--- config.mk ---
export PLATFORM = sky130hd
export DESIGN_NAME = div
export DESIGN_NICKNAME = d
export VERILOG_FILES = /design/src/rtl/div.sv
export SDC_FILE = /design/constraint.sdc
export NUM_CORES = 1
export LEC_CHECK = 0
export CAP_MARGIN = 5
export CORE_ASPECT_RATIO = 0.7
export CORE_MARGIN = 2
export CORE_UTILIZATION = 45
export DETAILED_ROUTE_END_ITERATION = 10
export PLACE_DENSITY = 0.77
export SETUP_SLACK_MARGIN = 0.3
export SLEW_MARGIN = 15
export SYNTH_ARGS = -nofsm -noshare
export SYNTH_HDL_FRONTEND = slang
export SYNTH_SLANG_ARGS = --single-unit
export TNS_END_PERCENT = 20
--- constraint.sdc ---
create_clock -name clk -period 4.8 [get_ports clk]
set_input_delay 0.96 -clock clk [delete_from_list [all_inputs] [get_ports clk]]
set_output_delay 0.96 -clock clk [all_outputs]
set_load 0.1 [all_outputs]
--- src/rtl/div.sv ---
// Iterative 32-bit radix-2 restoring divider for the EX stage: one quotient bit per cycle,
// result returned as {remainder, quotient} for the HI/LO write path.
module div (
    input  logic        clk,
    input  logic        rst,
    input  logic        signed_div_i,
    input  logic [31:0] opdata1_i,
    input  logic [31:0] opdata2_i,
    input  logic        start_i,
    input  logic        annul_i,
    output logic [63:0] result_o,
    output logic        ready_o
);

    localparam int DATA_W = 32;

    typedef enum logic [1:0] {FREE, BYZERO, ON, END} state_t;

    state_t              state;
    logic [5:0]          cnt;
    logic [2*DATA_W-1:0] work;       // {partial remainder, dividend/quotient}
    logic [DATA_W-1:0]   divisor_r;
    logic                sign1;
    logic                sign2;
    logic [DATA_W:0]     trial;

    // Two's-complement magnitude; 0x80000000 maps to itself, read as unsigned.
    function automatic logic [DATA_W-1:0] mag(input logic signed [DATA_W-1:0] v);
        logic [DATA_W-1:0] m;
        m = v[DATA_W-1] ? -v : v;
        return m;
    endfunction

    function automatic logic [DATA_W-1:0] neg_if(input logic [DATA_W-1:0] v, input logic c);
        return c ? (~v + 32'd1) : v;
    endfunction

    // Upper 33 bits of the left-shifted working register minus the divisor.
    always_comb begin
        trial = work[2*DATA_W-1:DATA_W-1] - {1'b0, divisor_r};
    end

    // Operand capture while idle, one restoring step per ON cycle.
    always_ff @(posedge clk) begin
        if (state == FREE) begin
            if (signed_div_i) begin
                work      <= {32'd0, mag(opdata1_i)};
                divisor_r <= mag(opdata2_i);
                sign1     <= opdata1_i[DATA_W-1];
                sign2     <= opdata2_i[DATA_W-1];
            end else begin
                work      <= {32'd0, opdata1_i};
                divisor_r <= opdata2_i;
                sign1     <= 1'b0;
                sign2     <= 1'b0;
            end
        end else if (state == ON && !cnt[5]) begin
            if (!trial[DATA_W])
                work <= {trial[DATA_W-1:0], work[DATA_W-2:0], 1'b1};
            else
                work <= {work[2*DATA_W-2:0], 1'b0};
        end
    end

    // Control FSM with registered result/ready.
    always_ff @(posedge clk) begin
        if (rst) begin
            state    <= FREE;
            cnt      <= 6'd0;
            ready_o  <= 1'b0;
            result_o <= 64'd0;
        end else begin
            case (state)
                FREE: begin
                    ready_o  <= 1'b0;
                    result_o <= 64'd0;
                    if (start_i && !annul_i) begin
                        if (opdata2_i == 32'd0) begin
                            state <= BYZERO;
                        end else begin
                            state <= ON;
                            cnt   <= 6'd0;
                        end
                    end
                end
                BYZERO: begin
                    state    <= END;
                    ready_o  <= 1'b1;
                    result_o <= 64'd0;
                end
                ON: begin
                    if (annul_i) begin
                        state <= FREE;
                    end else if (!cnt[5]) begin
                        cnt <= cnt + 6'd1;
                    end else begin
                        // Unsigned operands carry zero sign flags, so they pass through.
                        state    <= END;
                        ready_o  <= 1'b1;
                        result_o <= {neg_if(work[2*DATA_W-1:DATA_W], sign1),
                                     neg_if(work[DATA_W-1:0], sign1 ^ sign2)};
                    end
                end
                END: begin
                    if (!start_i) begin
                        state    <= FREE;
                        ready_o  <= 1'b0;
                        result_o <= 64'd0;
                    end
                end
                default: begin
                    state    <= FREE;
                    ready_o  <= 1'b0;
                    result_o <= 64'd0;
                end
            endcase
        end
    end

endmodule
==> flow_summary.yaml, run 1 <==
detailed_routing:
  drtAntennaViolNets: 0
  dr.pass1.iters: 6
  via_count: 9212
  met3_length_um: 2620
  wire_per_inst_um: 17.2
  routed_via_density: 5.64
  met1Wirelength_um: 14000
  met2_wirelength_um: 11100
  drc: 0
  drtIter0Drc: 893
  wl_um: 28100
  top_layer_used: "met4"
power:
  p_switching_w: 0.00383
  p_total_w: 0.00852
  p_per_area_nw_per_um2: 659
  pwr-share-clk: 0.160
  p_seq_frac: 0.313
  p_leak_nw: 4.83
  vdd.ir_drop.worst_mv: 0.363
  swShare: 0.449
  internal-power_w: 0.00469
  combPwrFrac: 0.527
sta:
  clock.fmax_mhz: 260
  hold_viol_final: 0
  min_period_over_period: 0.801
  fin_skew_ps: 13.8
  rsz0062_at_grt: "no"
  tightest_slew_ps: 1070
  setup_viol: 0
  slew_headroom: 0.286
  post-route-min-period_ps: 3850
  setup_tns_ps: 0
  report.final.slew_viol_count: 0
cts:
  cts_root_buffer: "clkbuf_16"
  postCtsSetupRepairBufs: 0
  cts_max_level: 4
  cts_tree: "yes"
  cts_hold_buf: 0
  post_cts_resized: 0
  clk_pin_slew_worst_paths_ps: 70
  clk_latency_ps: 440
  numClockSinks: 171
  cts-buffers-inserted: 17
  clk_path_buf_depth: 2
floorplanning:
  dieArea_um2: 25100
  die_h_um: 133
  rows: 47
  ios: 134
  dieWidth_um: 189
  core-area_um2: 23500
  start_util: 0.456
final_layout:
  fillCellCount: 2093
  multi_input_area_um2: 5900
  final_cells: 1634
  final_net_count: 1414
  diodes: 0
  regArea_um2: 4400
  final_common_cell: "nor2_1"
  drive_above_1_share: 0.0578
  final_cell_mix: "nor2_1, clkdlybuf4s50_1, edfxtp_1"
  syn2layout_area_growth_pct: 20.5
flow_run:
  maxCapViolCount: 0
place:
  numPortBuffers: 133
  dp_hpwl_um: 21100
  placedCellCount: 1602
  gp_congestion: 0.963
global_route:
  grt_overflow: 0
  grt_pass1_vias: 8252
  gr-usage-all-layers: 0.219
  grt_pass1_wl_um: 43600
  grt_max_degree: 66
  antenna_found_initial: 0
worst_setup_path:
  end_kind: "register"
  cp-start-kind: "register"
  critical_path_class: "register to register"
  critPathRequiredTime_ps: 4960
  cp_max_fo: 14
  crit_arrival_ps: 4010
logic_synthesis:
  async_flop_share: 0
  yosys-top-cells-area: "edfxtp_1, dfxtp_1, xnor2_1, nor2_1, xor2_1"
  netlist.top_cell.by_area: "edfxtp_1"
  yosys.area.top_type_share: 0.274
  ys_seq_area_frac: 0.410
  avgSynthCellArea_um2: 9.02
  synthDistinctLibCells: 65
  syn_area_um2: 10700
  yosysWarnings: 0
  synth.net_count: 1302
  ys_dominant_reg_cell: "edfxtp_1"
  synth_cells: 1191
  synth_edf_count: 98
  ys_ff_latch: 171
worst_hold_path:
  min_path_type: "register to register"
outcome:
  status: "finished clean"
through the flow:
step	setup WS, ps	hold slack, ps	instance area (um2)	utilization
after floorplan	1050	472	10700	-
after global placement	682	440	12400	0.525
after detailed placement	636	439	12400	0.525
after CTS	985	449	12900	0.550
after global routing	712	474	12900	0.550
final	953	444	12900	0.550
path summary, 6_finish.rpt:
check / from / to / slack [ps] / depth (start not counted)
worst min register to register: result_o[62] / result_o[62] / 440 / 2
worst max register to register: divisor_r[0] / work[58] / 950 / 12
worst min-delay path: result_o[62] / result_o[62] / 440 / 2
worst max-delay path: divisor_r[0] / work[58] / 950 / 12
synthesized netlist by cell type, drive strengths merged, types with 13 or more instances:
cell    number
a21oi       84
dfxtp       73
nand3       13
nand2       85
nor3        28
ha          41
xor2        68
edfxtp      98
o21ai       81
nor2       171
inv         57
clkbuf      49
a22oi       46
mux2i       28
nor4        14
xnor2       81
o31ai       19
final cells by class:
class	count	area share
sequential	171	0.340
clock buffer	18	0.0348
inverter	57	0.0165
timing repair buffer	147	0.112
multi-input combinational	909	0.456
tap	318	0.0308
clock inverter	14	0.00977
state kept, by name, summed over array words and instances (netlist names):
register   count
result_o      64
work          64
divisor_r     32
cnt            6
state          2
ready_o        1
sign1          1
sign2          1
critical path, stage by stage (launching register included):
cell and delay, ps:
edfxtp_1 450, ha_1 260, fa_1 420, nand2b_1 190, a21o_1 190, a21oi_1 290, o21ai_1 130, a21oi_1 230
o41ai_1 140, xnor2_2 670, buf_4 350, mux2i_1 220, nor2_1 60
power groups by stage:
stage | clock (W) | sequential [W] | combinational [W]
finish | 0.00136 | 0.00267 | 0.00449
global route | 0.00145 | 0.00271 | 0.00494
CTS | 0.00138 | 0.00265 | 0.00445
detailed placement | 0 | 0.00268 | 0.00443
global placement | 0 | 0.00265 | 0.00436
floorplan | 0 | 0.00255 | 0.00338
per-layer routing:
metal  vias to the layer above  GRT usage
li1                       4507          -
met1                      4320      0.346
met2                       362      0.296
met3                        23     0.0519
met4                         0     0.0534
met5                         -          0
cells by family (layout without fill, tap and decap cells):
kind of cell | Yosys count | after routing | share of synthesized area
simple gates | 379 | 379 | 0.162
compound gates | 300 | 300 | 0.177
flops | 171 | 171 | 0.410
xor+xnor | 149 | 149 | 0.122
buf+inv | 111 | 236 | 0.0423
fa+ha+maj | 42 | 42 | 0.0496
mux | 39 | 39 | 0.0376
Power figures use the tool's default switching activity.
==> run 2: changes to the inputs <==
Settings changed: PLACE_DENSITY 0.77 to 0.79.
Clock period 4.8 ns to 3.3 ns, I/O delays scaled along.
==> run 2 against run 1 <==
Net effect: first-iteration DRC count grew 17%; critical path depth shrank 2; final cell count grew 6.1%; via count grew 6.4%; register-to-register slack lost 700 ps; fmax grew 26%; hold slack gained 8.3 ps; design area grew 7.2%; count of clock-buffer cells in the layout shrank 1; largest power group unchanged.
==> flow_summary.yaml, run 2 (synthesized netlist as in run 1, its figures left out) <==
final_layout:
  final_net_count: 1513
  syn2layout_area_growth_pct: 29.2
  final_cell_mix: "nor2_1, buf_4, edfxtp_1"
  final_util: 0.590
  top_regs: "result_o x64, work x64, divisor_r x32"
  drive_above_1_share: 0.197
  diodes: 0
floorplanning:
  rows: 47
  ios: 134
  die_h_um: 133
  start_util: 0.456
  core-area_um2: 23500
  dieArea_um2: 25100
  dieWidth_um: 189
outcome:
  status: "finished clean"
detailed_routing:
  wire_per_inst_um: 17.3
  drc: 0
  dr.pass1.iters: 5
  wl_um: 30000
  drtIter0Drc: 1049
  drtAntennaViolNets: 0
  via_count: 9802
  routed_via_density: 5.66
cts:
  clk_pin_slew_worst_paths_ps: 80
  clk_path_buf_depth: 2
  cts_hold_buf: 0
  numClockSinks: 171
  cts-buffers-inserted: 17
  cts_max_level: 4
  clk_latency_ps: 440
  cts_tree: "yes"
  cts_root_buffer: "clkbuf_16"
flow_run:
  maxCapViolCount: 0
global_route:
  antenna_found_initial: 0
  grt_pass1_wl_um: 46300
  grt_overflow: 0
  grt_max_degree: 60
  grt_pass1_vias: 8755
  gr-usage-all-layers: 0.233
worst_setup_path:
  reg2reg_depth: 10
  r2r-end: "result_o[58]"
  critical_path_class: "register to register"
  critPathRequiredTime_ps: 3620
  r2r_start: "work[46]"
  cp-start-kind: "register"
  cp_max_fo: 5
  r2r_slack_ps: 250
  end_kind: "register"
  crit_arrival_ps: 3370
place:
  dp_hpwl_um: 22200
  numPortBuffers: 133
  gp_congestion: 0.934
worst_hold_path:
  hold_depth: 2
  hp-start: "result_o[62]"
  min_path_type: "register to register"
  min_to: "result_o[62]"
power:
  vdd.ir_drop.worst_mv: 0.564
  p_leak_nw: 5.52
  p_per_area_nw_per_um2: 988
sta:
  setup_tns_ps: 0
  tightest_slew_ps: 747
  report.final.slew_viol_count: 0
  min_period_over_period: 0.923
  fin_skew_ps: 14.0
  hold_viol_final: 0
  slew_headroom: 0.498
  clock.fmax_mhz: 328
  post-route-min-period_ps: 3050
  rsz0062_at_grt: "yes"
  setup_viol: 0
==> run 2: worst max-delay path: stages (launching register included) <==
cell      delay (ps)
edfxtp_1         460
buf_4            190
or4_4            490
or3_4            370
or4_4            440
nor3_2           150
inv_2             80
or4_1            400
nand2_1          100
xor2_1           180
o21ai_1           70
==> run 2: repair_timing <==
item | in CTS | in global routing
endpoints found under the setup margin | 37 | 56
gates cloned | 1 | 1
gates resized for setup | 24 | 29
pin swaps | 15 | 15
buffers inserted | 8 | 4
==> run 2: metal layers <==
| metal | global-route usage | up-vias | routed length (um) |
|---|---|---|---|
| met5 | 0 | - | 0 |
| met4 | 0.0586 | 0 | 431 |
| met3 | 0.0551 | 31 | 3000 |
| met2 | 0.320 | 462 | 12200 |
| met1 | 0.364 | 4610 | 14400 |
| li1 | - | 4699 | - |
==> run 2: worst max-delay path by stage <==
stage                 startpoint            to  slack, ps  cells past startpoint
floorplan               work[46]      work[44]        180                     12
global placement    opdata1_i[1]      work[27]       -110                     11
detailed placement  opdata1_i[1]      work[25]       -140                     10
CTS                     work[46]  result_o[63]        250                      8
global route            work[49]      work[63]        110                      9
finish                  work[46]  result_o[58]        250                     10
==> run 2: area by class of cell <==
class | count | area, um2
fillers | 1990 | 9650
multi-input cells | 909 | 6160
flip-flops and latches | 171 | 4400
repair buffers | 246 | 2090
clock buffers | 17 | 425
well taps | 318 | 398
inverters | 57 | 214
clock inverters | 15 | 168
==> run 2: per-stage QoR <==
step                setup slack [ps]  cells  hold slack [ps]  area, um2  power [W]
finish                           253   1733              452      13900     0.0137
detailed placement              -144   1687              442      12800     0.0108
global route                     115   1733              468      13900     0.0145
global placement                -113   1687              442      12800     0.0107
floorplan                        177   1191              472      10700    0.00862
CTS                              248   1728              453      13700     0.0133
==> run 2: where the power goes <==
group	switching, W	internal (W)
logic	0.00452	0.00340
clock network	0.00101	0.00102
registers	0.000561	0.00318
total	0.00610	0.00761
==> run 3: changes to the inputs <==
Settings changed: ABC_CLOCK_PERIOD_IN_PS set to 3300, CTS_CLUSTER_DIAMETER set to 80, PLACE_DENSITY 0.79 to unset, PLACE_DENSITY_LB_ADDON set to 0.2.
==> run 3 against run 2 <==
Net effect: via count down 2.8%; first-iteration DRC count down 5.3%; critical path depth up 3; flip-flop and latch count unchanged; clock power about the same; critical endpoint is now work[47]; sequential share of layout area up 0.089 points; count of clock-buffer cells in the layout unchanged; fmax down 0.97%; wire length down 1.8%; final cell count about the same; design area down 0.28%.
==> flow_summary.yaml, run 3 (synthesized netlist as in run 1, its figures left out) <==
outcome:
  status: "finished clean"
worst_hold_path:
  min_to: "result_o[57]"
  hp-start: "result_o[57]"
  min_path_type: "register to register"
  hold_depth: 2
final_layout:
  final_common_cell: "buf_4"
  final_cells: 1732
  final_util: 0.588
  diodes: 0
  syn2layout_area_growth_pct: 28.8
  fillCellCount: 2082
  drive_above_1_share: 0.197
  final_net_count: 1512
  top_regs: "result_o x64, work x64, divisor_r x32"
  final_cell_mix: "buf_4, nor2_1, edfxtp_1"
power:
  p_total_w: 0.0137
  vdd.ir_drop.worst_mv: 0.497
  p_leak_nw: 5.53
  p_per_area_nw_per_um2: 989
sta:
  tightest_slew_ps: 804
  min_period_over_period: 0.932
  report.final.slew_viol_count: 0
  setup_viol: 0
  fin_skew_ps: 11.6
  setup_tns_ps: 0
  rsz0062_at_grt: "yes"
  slew_headroom: 0.460
  hold_viol_final: 0
  post-route-min-period_ps: 3080
  layout_setup_ws_ps: 223
  clock.fmax_mhz: 325
worst_setup_path:
  cp_top_family: "compound AO/OA/AOI/OAI gates"
  cp_max_fo: 6
  crit_arrival_ps: 3230
  reg2reg_depth: 13
  max_stage_delay_ps: 420
  crit_top_cell: "buf_4"
  r2r_slack_ps: 220
  path_cells: "ha_1 > buf_4 > nand2_1 > o21ai_1 > a2111o_1 > o21ai_2 > a21oi_2 > o41ai_2 > xnor2_2 > buf_4 > clkbuf_16 > mux2i_1 > nor2_1"
  r2r_start: "work[46]"
  slowest_stage: "edfxtp_1"
  cp-start-kind: "register"
  end_kind: "register"
  r2r-end: "work[47]"
  critPathRequiredTime_ps: 3450
  path_buf_inv: 3
  critical_path_class: "register to register"
cts:
  clk_path_buf_depth: 2
  clk_pin_slew_worst_paths_ps: 80
  clk_latency_ps: 430
  cts_hold_buf: 0
  cts_tree: "yes"
  cts_root_buffer: "clkbuf_16"
  numClockSinks: 171
  cts_max_level: 4
  cts-buffers-inserted: 17
global_route:
  grt_max_degree: 66
  grt_use_met1: 0.393
  gr-usage-all-layers: 0.234
  busiest_layer: "met1"
  use_met2: 0.295
  use_met3: 0.0493
  antenna_found_initial: 0
  grt_pass1_wl_um: 46300
  grt_overflow: 0
  grt_pass1_vias: 8473
floorplanning:
  start_util: 0.456
  die_h_um: 133
  dieArea_um2: 25100
  ios: 134
  dieWidth_um: 189
  core-area_um2: 23500
  rows: 47
detailed_routing:
  via_count: 9532
  drc: 0
  drtIter0Drc: 993
  wl_um: 29500
  wire_per_inst_um: 17.0
  drtAntennaViolNets: 0
  routed_via_density: 5.50
  dr.pass1.iters: 5
flow_run:
  maxCapViolCount: 0
place:
  dp_slack_ps: -255
  gp_congestion: 0.930
  dp_hpwl_um: 22000
  placedCellCount: 1687
  numPortBuffers: 133
run 3: changes by cell type in the layout (fill, tap and decap cells not counted), moves of 2 or more:
| cell | change |
|---|---|
| clkdlybuf4s50_1 | -3 |
| clkinv_8 | -3 |
| clkinvlp_4 | +3 |
| dlymetal6s2s_1 | +3 |
| a211oi_1 | -2 |
| a211oi_2 | +2 |
| a21oi_2 | +2 |
| clkinv_4 | +2 |
| ha_2 | +2 |
| ha_4 | -2 |
| nor2_1 | -2 |
| nor2_2 | +2 |
run 3: routing by layer:
layer	up-vias	wire length, um
met5	-	0
met4	0	191
met3	16	2760
met2	398	11200
met1	4410	15300
li1	4708	-
run 3: layout make-up:
type | instances | area (um2) | share of cell area
Clock inverter | 15 | 163 | 0.0118
Tap cell | 318 | 398 | 0.0288
Inverter | 57 | 214 | 0.0155
Sequential cell | 171 | 4400 | 0.318
Timing Repair Buffer | 245 | 2100 | 0.152
Clock buffer | 17 | 425 | 0.0308
Multi-Input combinational cell | 909 | 6130 | 0.443
run 3: repair_timing:
item | CTS | global route
endpoints found under the setup margin | 40 | 58
buffers inserted | 5 | 5
resized for setup | 20 | 31
pin swaps | 10 | 17
gates cloned | 2 | 1
run 3: power by group:
part           internal, W  switching [W]  total [W]
Combinational      0.00343        0.00452    0.00794
Sequential         0.00318       0.000533    0.00372
Clock              0.00107       0.000947    0.00202
run 3: worst max path at each step:
stage            startpoint  slack, ps  depth (start not counted)       end
2_1_floorplan      work[46]        180                         12  work[44]
3_3_place_gp   opdata1_i[1]       -230                         10  work[25]
4_1_cts        opdata1_i[0]        210                         10  work[29]
3_5_place_dp   opdata1_i[0]       -250                         10  work[29]
5_1_grt        divisor_r[0]        110                         14  work[43]
6_report           work[46]        220                         13  work[47]
run 3: worst reg2reg max path, delay by kind of cell, from the launching register on:
family | cells | cell delay, ps
buf+inv | 3 | 530
simple gates | 2 | 110
mux | 1 | 190
fa+ha+maj | 1 | 320
xor+xnor | 1 | 200
flops | 1 | 420
compound gates | 5 | 1040
run 3: metrics by stage:
step | cell area, um2 | hold slack, ps
floorplan | 10700 | 472
global placement | 12900 | 441
detailed placement | 12900 | 444
CTS | 13600 | 454
global route | 13800 | 480
finish | 13800 | 452
